<file path="config.mk">
export PLATFORM = sky130hd
export DESIGN_NAME = aibcr3aux_osc_scan_rdr
export DESIGN_NICKNAME = d
export VERILOG_FILES = /design/src/rtl/aibcr3aux_osc_scan_rdr.sv
export SDC_FILE = /design/constraint.sdc
export NUM_CORES = 1
export LEC_CHECK = 0
export ABC_AREA = 1
export BUFFER_PORTS_ARGS = -buffer_cell sky130_fd_sc_hd__buf_4
export CAP_MARGIN = 15
export CORE_ASPECT_RATIO = 1.5
export CORE_MARGIN = 1.5
export CORE_UTILIZATION = 55
export CTS_CLUSTER_SIZE = 8
export DETAILED_ROUTE_END_ITERATION = 8
export MAX_ROUTING_LAYER = met4
export PLACE_DENSITY = 0.77
export SLEW_MARGIN = 15
export SYNTH_ARGS = -nofsm -noshare
export SYNTH_HDL_FRONTEND = slang
export SYNTH_SLANG_ARGS = --single-unit
</file>
<file path="constraint.sdc">
create_clock -name cp -period 4.2 [get_ports cp]
set_clock_uncertainty 0.15 [all_clocks]
set_input_delay 0.63 -clock cp [delete_from_list [all_inputs] [get_ports cp]]
set_output_delay 0.63 -clock cp [all_outputs]
set_load 0.02 [all_outputs]
</file>
<file path="src/rtl/aibcr3aux_osc_scan_rdr.sv">
// Scan read/write sequencer for an oscillator delay-chain scan path.
// Latency: done pulses CHAIN_LEN+1 cycles after the start cycle (CHAIN_LEN+2 with a capture cycle).
// Backpressure: none; start is accepted only in IDLE, starts seen while busy are dropped, not queued.
//
// Ports:
//   cp       - rising-edge clock
//   cd       - asynchronous active-high reset
//   start    - one-cycle pass request (sampled in IDLE only)
//   cap_en   - sampled with start; 1 inserts one functional capture cycle before shifting
//   wr_data  - pattern shifted into the chain, bit k goes out in shift cycle k
//   so       - serial scan-out from the last chain flop
//   se_n     - active-low scan enable to the chain (registered)
//   si       - serial scan-in to the first chain flop (registered)
//   busy     - pass in progress (registered)
//   done     - one-cycle pulse in the cycle rd_data carries the new read value
//   rd_data  - chain contents read out, bit 0 = flop nearest so
module aibcr3aux_osc_scan_rdr #(
  parameter int CHAIN_LEN = 16
) (
  input  logic                 cp,
  input  logic                 cd,
  input  logic                 start,
  input  logic                 cap_en,
  input  logic [CHAIN_LEN-1:0] wr_data,
  input  logic                 so,
  output logic                 se_n,
  output logic                 si,
  output logic                 busy,
  output logic                 done,
  output logic [CHAIN_LEN-1:0] rd_data
);

  localparam int CW = $clog2(CHAIN_LEN);
  localparam logic [CW-1:0] CNT_INIT = CW'(CHAIN_LEN - 1);

  typedef enum logic [1:0] {
    IDLE    = 2'd0,
    CAPTURE = 2'd1,
    SHIFT   = 2'd2,
    DONE    = 2'd3
  } state_t;

  state_t                 state_q, state_nxt;
  logic [CW-1:0]          cnt_q, cnt_nxt;
  logic [CHAIN_LEN-1:0]   wr_q, wr_nxt;       // remaining write bits, next one at bit 0
  logic [CHAIN_LEN-2:0]   sh_q, sh_nxt;       // read bits collected so far
  logic [CHAIN_LEN-1:0]   sh_cat;             // collected bits plus the current so
  logic                   se_n_nxt, si_nxt, busy_nxt, done_nxt;
  logic [CHAIN_LEN-1:0]   rd_nxt;

  // so enters at the top and everything moves down one place per shift
  // cycle, so after CHAIN_LEN cycles the value seen in cycle k sits at bit k.
  // The final cycle's so is folded straight into rd_data, which is why the
  // staging register is one bit short.
  assign sh_cat = {so, sh_q};

  always_ff @(posedge cp or posedge cd) begin
    if (cd) begin
      state_q <= IDLE;
      cnt_q   <= '0;
      wr_q    <= '0;
      sh_q    <= '0;
      se_n    <= 1'b1;
      si      <= 1'b0;
      busy    <= 1'b0;
      done    <= 1'b0;
      rd_data <= '0;
    end else begin
      state_q <= state_nxt;
      cnt_q   <= cnt_nxt;
      wr_q    <= wr_nxt;
      sh_q    <= sh_nxt;
      se_n    <= se_n_nxt;
      si      <= si_nxt;
      busy    <= busy_nxt;
      done    <= done_nxt;
      rd_data <= rd_nxt;
    end
  end

  // Outputs are computed for the state being entered and registered, so
  // se_n/si/busy/done never see a combinational path from any input.
  always_comb begin
    state_nxt = state_q;
    cnt_nxt   = cnt_q;
    wr_nxt    = wr_q;
    sh_nxt    = sh_q;
    rd_nxt    = rd_data;
    se_n_nxt  = 1'b1;
    si_nxt    = 1'b0;
    busy_nxt  = 1'b0;
    done_nxt  = 1'b0;

    unique case (state_q)
      IDLE: begin
        if (start) begin
          busy_nxt = 1'b1;
          if (cap_en) begin
            state_nxt = CAPTURE;
            wr_nxt    = wr_data;
          end else begin
            // Going straight to SHIFT: present bit 0 now, keep the rest.
            state_nxt = SHIFT;
            se_n_nxt  = 1'b0;
            si_nxt    = wr_data[0];
            wr_nxt    = wr_data >> 1;
            cnt_nxt   = CNT_INIT;
          end
        end
      end

      CAPTURE: begin
        state_nxt = SHIFT;
        busy_nxt  = 1'b1;
        se_n_nxt  = 1'b0;
        si_nxt    = wr_q[0];
        wr_nxt    = wr_q >> 1;
        cnt_nxt   = CNT_INIT;
      end

      SHIFT: begin
        busy_nxt = 1'b1;
        sh_nxt   = sh_cat[CHAIN_LEN-1:1];
        if (cnt_q == '0) begin
          state_nxt = DONE;
          done_nxt  = 1'b1;
          rd_nxt    = sh_cat;
        end else begin
          se_n_nxt = 1'b0;
          si_nxt   = wr_q[0];
          wr_nxt   = wr_q >> 1;
          cnt_nxt  = cnt_q - 1'b1;
        end
      end

      DONE: begin
        // start is deliberately not looked at here.
        state_nxt = IDLE;
      end

      default: begin
        state_nxt = IDLE;
      end
    endcase
  end

endmodule

</file>
==> impl_metrics.csv, run 1 <==
group,metric,value,unit
clock_tree,cts_tree,"yes",
placed_design,dp_hpwl,3.375,mm
critical_path,critical_path_class,"reg -> reg",
clock_tree,clock-sinks,57,
critical_path,cp-start-kind,"flop",
critical_path,r2r-end,"wr_q[5]$_DFFE_PP0P_",
grt,grt_max_degree,41,
timing,slew_viol_final,0,
drt,wl,4.843,mm
die,pin_count,41,
layout,area_growth,19.07,%
yosys,yosys.area.top_type,"dfrtp_1",
clock_tree,cts-root-buf,"clkbuf_8",
yosys,ys_warn_count,0,
clock_tree,cts_inserted_buffers,9,
power,p_per_area,765.3,nW/µm²
clock_tree,worstSkewPairLatency,0.33,ns
yosys,synth_top_area_share,50.61,%
timing,max_freq,0.4460,GHz
layout,nets,388,
yosys,ys_ff_latch,57,
clock_tree,hold_buffers,0,
flow_run,drv_cap,0,
drt,top_layer_used,"met4",
yosys,yosysSeqAreaShare,51.56,%
timing,finalSetupTns,0,ns
layout,insertedDiodeCount,0,
drt,drc,0,
yosys,syn_area_per_cell,8.520,µm²
drt,ant_nets,0,
status,status,"complete, no violations",
die,core,4848,µm²
timing,worst_pin_slew,0.8026,ns
grt,overflow,0,
drt,route.met2.wl,2.454,mm
critical_path,worstRegToRegCells,7,
die,start_util,57.11,%
timing,setup_violations,0,
drt,drt_iter0_drc,158,
yosys,synth_area_leaders,"dfrtp_1 51%, nand2_1 16%, o21ai_0 5.8%",
timing,post-route-min-period,2.242,ns
clock_tree,post_cts_buffers,0,
yosys,synth_cells,325,
yosys,synth_cell_types,23,
timing,hold_viol,0,
die,dieWidth,60.94,µm
drt,wl_met1,2.132,mm
critical_path,arrival,2.33,ns
drt,wl_met3,166,µm
drt,drt_first_pass_iters,4,
die,dieArea,5478,µm²
placed_design,place.gp.congestion,0.7843,
critical_path,worstPathRequired,4.29,ns
die,fp-row-count,31,
timing,rsz0062_at_grt,"false",
clock_tree,postCtsResizedCells,0,
critical_path,critPathMaxFanout,38,
layout,fin_util,68.00,%
drt,drt-wirelength-per-cell,11.18,µm
grt,first_global_vias,1973,
clock_tree,h-tree-depth,3,
yosys,syn-num-nets,351,
critical_path,reg2reg_from,"state_q[0]$_DFFE_PP0P_",
layout,drive_above_1_share,26.43,%
placed_design,portBuffers,40,
yosys,syn-cell-area,2769,µm²
timing,period_share,53.38,%
critical_path,cp-startpoint,"state_q[0]$_DFFE_PP0P_",
die,die_height,89.90,µm
grt,grtUsageTotal,21.09,%
critical_path,r2r_slack,1.96,ns
clock_tree,cts_buffer_depth,2,
timing,relSlewSlack,46.41,%
clock_tree,clk_pin_slew_worst_paths,0.07,ns
critical_path,cp-end-kind,"flop",
min_path,hold_class,"in -> async",
grt,grt_antenna_before_repair,0,
grt,grt_pass1_wl,8.556,mm
drt,vias,2127,
power,ir_drop,0.3817,mV
power,p_leak,1.655,nW
drt,viasPerCell,4.912,
-- synth_stat cells --
cell type and n:
clkbuf_1 5, buf_2 4, o21ai_0 32, a21oi_1 2
o21ai_2 15, nand4_1 3, nor2_2 1, dfstp_2 1
o21ai_1 2, inv_2 1, buf_6 4, buf_4 2
xnor2_1 1, dfrtp_1 56, inv_1 27, nor2_1 3
ha_1 5, or2_2 15, nand3_1 22, nand3_4 2
nand2_1 117, nand2_2 4, buf_8 1
-- routing by layer --
metal / up-vias / track usage, %
met3: 9 / 5.180
met2: 39 / 32.53
met1: 982 / 25.69
li1: 1097 / -
met4: 0 / 9.239
met5: - / -
-- stage by stage --
| stage | setup WS (ns) | cells | cell area (µm²) | hold WS (ns) | power (mW) |
|---|---|---|---|---|---|
| 2_1_floorplan | 2.022 | 325 | 2769 | 0.2973 | 1.717 |
| 3_3_place_gp | 2.037 | 417 | 3053 | 0.3089 | 1.867 |
| 3_5_place_dp | 1.966 | 417 | 3053 | 0.3115 | 1.920 |
| 4_1_cts | 1.930 | 433 | 3297 | 0.3277 | 2.554 |
| 5_1_grt | 1.765 | 433 | 3297 | 0.3575 | 2.735 |
| 6_report | 1.958 | 433 | 3297 | 0.3041 | 2.523 |
-- area by class of cell --
type                    instances  area (µm²)
clock buffers                  11       141.4
clock inverters                 5       102.6
fillers                       424        1551
inverters                      28       105.1
multi-input cells             224        1122
flip-flops and latches         57        1428
well taps                      66       82.58
repair buffers                 42       315.3
-- where the power goes --
part | internal [mW] | switching [mW]
logic | 0.412 | 0.606
registers | 0.761 | 0.118
clock network | 0.409 | 0.216
-- state kept, by name, indices dropped and copies added (netlist names) --
signal / cells
busy: 1
cnt_q: 4
done: 1
rd_data: 16
se_n: 1
sh_q: 15
si: 1
state_q: 2
wr_q: 16
-- placed cells by master (no fill, tap or decap) --
cell type | Yosys | final
nand3_4 | 2 | 2
nand3_1 | 22 | 22
clkinv_2 | 0 | 1
dfrtp_1 | 56 | 56
dfstp_2 | 1 | 1
a21oi_1 | 2 | 2
buf_4 | 2 | 42
o21ai_2 | 15 | 15
or2_2 | 15 | 15
nor2_2 | 1 | 1
bufinv_16 | 0 | 3
nand4_1 | 3 | 3
o21ai_0 | 32 | 32
nor2_1 | 3 | 3
nand2_1 | 117 | 117
nand2_2 | 4 | 4
ha_1 | 5 | 5
clkbuf_1 | 5 | 1
inv_2 | 1 | 2
clkinvlp_4 | 0 | 1
xnor2_1 | 1 | 1
clkbuf_8 | 0 | 10
inv_1 | 27 | 26
o21ai_1 | 2 | 2
-- critical path, cell delays in order (launching register included) --
cell,delay [ns]
dfrtp_1,0.41
inv_1,0.09
ha_1,0.15
buf_4,0.31
nand3_4,0.36
nand3_4,0.44
nand2_1,0.13
o21ai_2,0.09
-- worst max path at each step --
stage	slack, ns	endpoint
3_5_place_dp	1.97	wr_q[5]$_DFFE_PP0P_
4_1_cts	1.93	wr_q[5]$_DFFE_PP0P_
3_3_place_gp	2.04	wr_q[13]$_DFFE_PP0P_
2_1_floorplan	2.02	busy$_DFF_PP0_
5_1_grt	1.76	wr_q[6]$_DFFE_PP0P_
6_report	1.96	wr_q[5]$_DFFE_PP0P_
-- cells by family after synthesis --
logic type                 after synthesis  synth area share [%]
and+or+nand+nor                        167                 26.71
DFF                                     57                 51.56
AOI/OAI and AO/OA                       51                 11.25
buffers and inverters                   44                 7.907
adders and majority gates                5                 2.259
xor gates and xnor gates                 1                0.3164
(Power assumes the default switching activity.)
==> inputs of run 2 (changes only) <==
==> constraint.sdc (replaced) <==
create_clock -name cp -period 2.25 [get_ports cp]
set_clock_uncertainty 0.15 [all_clocks]
set_input_delay 0.3375 -clock cp [delete_from_list [all_inputs] [get_ports cp]]
set_output_delay 0.3375 -clock cp [all_outputs]
set_load 0.02 [all_outputs]
==> impl_metrics.csv, run 2 (same netlist as run 1, synthesis figures left out) <==
group,metric,value,unit
grt,gr-usage-met3,7.050,%
die,start_util,57.11,%
clock_tree,cts_inserted_buffers,9,
critical_path,arrival,1.92,ns
critical_path,cp-end-kind,"flop",
timing,rsz0062_at_grt,"false",
clock_tree,h-tree-depth,3,
timing,finalSetupTns,0,ns
timing,hold_ws,0.06995,ns
layout,drive_above_1_share,26.49,%
die,dieArea,5478,µm²
flow_run,drv_cap,0,
layout,regArea,1428,µm²
layout,multiInputGateArea,1122,µm²
clock_tree,worstSkewPairLatency,0.33,ns
timing,relSlewSlack,70.14,%
timing,period_share,82.82,%
die,fp-row-count,31,
drt,drt_first_pass_iters,5,
layout,nets,391,
critical_path,critPathBufInv,1,
drt,vias,2175,
clock_tree,cts_tree,"yes",
die,die_height,89.90,µm
critical_path,cp_cell_sequence,"inv_1 -> ha_1 -> nand2_1 -> nand3_4 -> nand2_1 -> o21ai_2",
timing,slew_viol_final,0,
clock_tree,cts-root-buf,"clkbuf_8",
clock_tree,clk_pin_slew_worst_paths,0.06,ns
layout,final_common_cell,"nand2_1",
drt,drt-wirelength-per-cell,11.08,µm
layout,reg_top3,"rd_data: 16 flops, wr_q: 16 flops, sh_q: 15 flops",
die,core,4848,µm²
timing,hold_viol,0,
min_path,hold_class,"in -> reg",
critical_path,cp_slowest_cell,"dfrtp_1",
critical_path,cpMostUsedCell,"nand2_1",
critical_path,cp_top_family,"simple AND/OR/NAND/NOR gates",
drt,wl,4.832,mm
critical_path,critical_path_class,"reg -> reg",
clock_tree,cts_buffer_depth,2,
layout,area_growth,20.11,%
timing,setup_violations,0,
power,p_per_area,1409,nW/µm²
placed_design,dp_hpwl,3.361,mm
grt,grt_pass1_wl,8.431,mm
drt,ant_nets,0,
power,p_leak,1.671,nW
grt,grtUsageTotal,20.52,%
clock_tree,clock-sinks,57,
grt,grt_busiest_layer,"met2",
critical_path,max_stage_delay,0.40,ns
layout,fillCellCount,404,
drt,drt_iter0_drc,88,
grt,grt_use_met2,31.90,%
grt,grt_max_degree,39,
critical_path,critPathMaxFanout,32,
grt,use_met1,24.43,%
grt,first_global_vias,1994,
die,dieWidth,60.94,µm
timing,worst_pin_slew,0.4479,ns
timing,max_freq,0.5367,GHz
placed_design,portBuffers,40,
timing,post-route-min-period,1.863,ns
clock_tree,postCtsResizedCells,0,
die,pin_count,41,
layout,mostFrequentLayoutCells,"117 x nand2_1, 56 x dfrtp_1, 43 x buf_4",
critical_path,worstPathRequired,2.31,ns
grt,overflow,0,
critical_path,cp-start-kind,"flop",
drt,drc,0,
status,status,"complete, no violations",
drt,viasPerCell,4.989,
power,ir_drop,0.8904,mV
layout,insertedDiodeCount,0,
placed_design,place.gp.congestion,0.7966,
grt,grt_antenna_before_repair,0,
-- run 2: changes by cell type in the layout (fill, tap and decap cells not counted), sizes merged --
| cell | delta |
|---|---|
| dlygate4sd3 | +1 |
| clkinvlp | -1 |
| clkinv | +1 |
| buf | +2 |
-- run 2: power by group --
group | switching [mW] | internal [mW] | total [mW]
registers | 0.222 | 1.42 | 1.64
clock network | 0.394 | 0.736 | 1.13
logic | 1.12 | 0.795 | 1.91
-- run 2: path summary, 6_finish.rpt --
path,from,end,slack [ns],depth (start not counted)
min in group asynchronous,cd,wr_q[14]$_DFFE_PP0P_,0.42,3
worst max register to register,state_q[0]$_DFFE_PP0P_,wr_q[10]$_DFFE_PP0P_,0.39,6
worst min register to register,wr_q[8]$_DFFE_PP0P_,wr_q[8]$_DFFE_PP0P_,0.33,2
worst max-delay path,state_q[0]$_DFFE_PP0P_,wr_q[10]$_DFFE_PP0P_,0.39,6
max in group asynchronous,cd,se_n$_DFF_PP1_,0.92,4
worst min-delay path,so,rd_data[15]$_DFFE_PP0P_,0.07,3
-- run 2: worst min-delay path, delay by kind of cell --
family                 cells  cell delay (ns)
AND/OR/NAND/NOR            2             0.09
buffers and inverters      1             0.09
-- run 2: layer usage --
layer  vias to the layer above  part of all wire [%]
met5                         -                     0
met4                         0                   1.9
met3                        10                   3.4
met2                        49                    51
met1                      1014                    44
li1                       1102                     -
-- run 2: per-stage QoR --
step / cell area (µm²) / setup WS [ns] / utilization (%) / power [mW] / std cells
5_1_grt: 3326 / 0.2421 / 68.59 / 5.083 / 436
3_3_place_gp: 3080 / 0.4761 / 63.54 / 3.516 / 419
4_1_cts: 3326 / 0.3880 / 68.59 / 4.734 / 436
3_5_place_dp: 3080 / 0.3952 / 63.54 / 3.590 / 419
2_1_floorplan: 2769 / 0.3645 / - / 3.205 / 325
6_report: 3326 / 0.3867 / 68.59 / 4.687 / 436
-- run 2: final cells by class --
class | instances | area share [%]
multi-input cells | 224 | 33.75
well taps | 66 | 2.483
repair buffers | 45 | 10.61
inverters | 28 | 3.160
clock inverters | 5 | 3.123
flip-flops and latches | 57 | 42.93
clock buffers | 11 | 3.950
-- run 2: timing repair --
action,4_1_cts,5_1_grt
setup buffers,0,0
setup endpoints to repair,0,0
endpoints found under the hold margin,19,0
hold buffers,1,0
==> inputs of run 3 (changes only) <==
--- a/config.mk
+++ b/config.mk
@@ -10,11 +10,11 @@
 export CAP_MARGIN = 15
 export CORE_ASPECT_RATIO = 1.5
 export CORE_MARGIN = 1.5
-export CORE_UTILIZATION = 55
+export CORE_UTILIZATION = 51
 export CTS_CLUSTER_SIZE = 8
 export DETAILED_ROUTE_END_ITERATION = 8
 export MAX_ROUTING_LAYER = met4
-export PLACE_DENSITY = 0.77
+export PLACE_DENSITY = 0.75
 export SLEW_MARGIN = 15
 export SYNTH_ARGS = -nofsm -noshare
 export SYNTH_HDL_FRONTEND = slang
==> constraint.sdc (replaced) <==
create_clock -name cp -period 1.7 [get_ports cp]
set_clock_uncertainty 0.15 [all_clocks]
set_input_delay 0.255 -clock cp [delete_from_list [all_inputs] [get_ports cp]]
set_output_delay 0.255 -clock cp [all_outputs]
set_load 0.02 [all_outputs]
==> impl_metrics.csv, run 3 (same netlist as run 1, synthesis figures left out) <==
group,metric,value,unit
layout,regArea,1428,µm²
drt,drt_iter0_drc,110,
timing,period_share,96.33,%
timing,rsz0062_at_grt,"false",
die,pin_count,41,
die,start_util,53.20,%
status,status,"complete, no violations",
clock_tree,clock-sinks,57,
layout,fillCellCount,479,
clock_tree,cts_tree,"yes",
critical_path,cp-start-kind,"flop",
critical_path,cp-startpoint,"state_q[0]$_DFFE_PP0P_",
drt,wl,4.938,mm
power,p_leak,1.690,nW
layout,reg_top3,"rd_data: 16 flops, wr_q: 16 flops, sh_q: 15 flops",
layout,multiInputGateArea,1125,µm²
clock_tree,cts-root-buf,"clkbuf_8",
timing,relSlewSlack,69.90,%
grt,grt_pass1_wl,8.921,mm
clock_tree,cts_buffer_depth,2,
critical_path,cp_slowest_cell,"dfrtp_1",
die,fp-row-count,32,
critical_path,worstPathRequired,1.76,ns
die,dieArea,5889,µm²
placed_design,dpl_cell_area,3177,µm²
die,core,5205,µm²
timing,setup_violations,0,
critical_path,max_stage_delay,0.38,ns
critical_path,arrival,1.70,ns
grt,grtUsageTotal,19.88,%
placed_design,dp_slack,0.09303,ns
critical_path,critPathMaxFanout,32,
drt,ant_nets,0,
drt,drt-wirelength-per-cell,11.07,µm
grt,grt_antenna_before_repair,0,
layout,insertedDiodeCount,0,
critical_path,critPathBufInv,3,
critical_path,cp_cell_sequence,"buf_4 -> ha_1 -> inv_1 -> nand3_4 -> buf_12 -> nand2_1 -> o21ai_2",
power,p_per_area,1815,nW/µm²
critical_path,cp-end-kind,"flop",
power,pwr-share-seq,34.9,%
timing,worst_pin_slew,0.4506,ns
power,pwr-share-comb,45.0,%
critical_path,critical_path_class,"reg -> reg",
min_path,hold_class,"in -> reg",
timing,finalSetupTns,0,ns
critical_path,reg2reg_from,"state_q[0]$_DFFE_PP0P_",
timing,max_freq,0.6107,GHz
layout,final_area,3397,µm²
layout,final_common_cell,"nand2_1",
timing,slew_viol_final,0,
layout,nets,399,
grt,overflow,0,
grt,first_global_vias,2087,
die,dieWidth,63.16,µm
clock_tree,cts_inserted_buffers,9,
power,p_sw,2.343,mW
power,internal_power,3.823,mW
flow_run,drv_cap,0,
critical_path,cp_top_family,"buffers and inverters",
die,die_height,93.25,µm
min_path,hp-start,"start",
drt,drc,0,
layout,area_growth,22.68,%
power,switching_share,38.00,%
layout,drive_above_1_share,28.04,%
clock_tree,worstSkewPairLatency,0.33,ns
clock_tree,clk_pin_slew_worst_paths,0.06,ns
timing,post-route-min-period,1.638,ns
critical_path,r2r_slack,0.06,ns
drt,vias,2186,
layout,mostFrequentLayoutCells,"117 x nand2_1, 56 x dfrtp_1, 47 x buf_4",
placed_design,place.gp.congestion,0.7690,
placed_design,dp_hpwl,3.552,mm
power,ir_drop,1.273,mV
drt,viasPerCell,4.901,
power,clkPwrFrac,20.1,%
timing,fin_ws,0.06243,ns
placed_design,portBuffers,40,
grt,grt_max_degree,33,
drt,drt_first_pass_iters,4,
clock_tree,h-tree-depth,3,
timing,hold_viol,0,
-- run 3: changes by cell type in the layout (fill, tap and decap cells not counted), sizes merged --
cell	change
bufinv	-2
clkinvlp	+4
clkbuf	+1
clkinv	-2
dlygate4sd3	+1
buf	+7
inv	-1
-- run 3: cell type report --
cell class | count | area share (%)
clock buffer | 12 | 4.273
clock inverter | 4 | 1.547
inverter | 28 | 3.204
multi-input combinational | 224 | 33.11
sequential | 57 | 42.03
tap | 68 | 2.505
timing repair buffer | 53 | 13.33
-- run 3: worst reg2reg max path, delay by kind of cell (launching register included) --
family | cells | cell delay, ns
AND/OR/NAND/NOR | 2 | 0.19
flip-flops | 1 | 0.38
AO/OA/AOI/OAI | 1 | 0.06
buffers and inverters | 3 | 0.51
adder cells (fa/ha/maj) | 1 | 0.23
-- run 3: power by group through the flow --
stage	logic, mW	registers, mW	clock network [mW]
floorplan	1.99	2.25	0
detailed placement	2.80	2.17	0
CTS	2.81	2.16	1.28
global route	3.17	2.21	1.35
finish	2.77	2.15	1.24
global placement	2.71	2.15	0
-- run 3: per-layer routing --
layer	GRT usage (%)	up-vias	share of wire, %
li1	-	1116	-
met1	23.14	1009	43
met3	4.693	5	3.7
met5	-	-	0
met4	8.889	0	1.5
met2	32.71	56	52
-- run 3: final timing paths --
path,depth (start not counted),endpoint
worst min register to register,2,wr_q[13]$_DFFE_PP0P_
worst max register to register,7,wr_q[4]$_DFFE_PP0P_
max in group asynchronous,4,rd_data[12]$_DFFE_PP0P_
worst max-delay path,7,wr_q[4]$_DFFE_PP0P_
worst min-delay path,3,busy$_DFF_PP0_
min in group asynchronous,3,sh_q[5]$_DFFE_PP0P_
-- run 3: metrics by stage --
stage               power, mW  std cells  util (%)  hold slack (ns)
detailed placement      4.973        428     61.03           0.1486
global placement        4.867        428     61.03           0.1466
finish                  6.167        446     65.26          0.04692
global route            6.727        446     65.26          0.05685
CTS                     6.246        446     65.22          0.03534
floorplan               4.243        325         -           0.1915
-- run 3: what timing repair did --
item                                   in CTS  in global routing
setup endpoints to repair                   0                  6
endpoints found under the hold margin      18                  0
resized for setup                           0                  1
hold buffers                                2                  0
buffers inserted                            0                  0
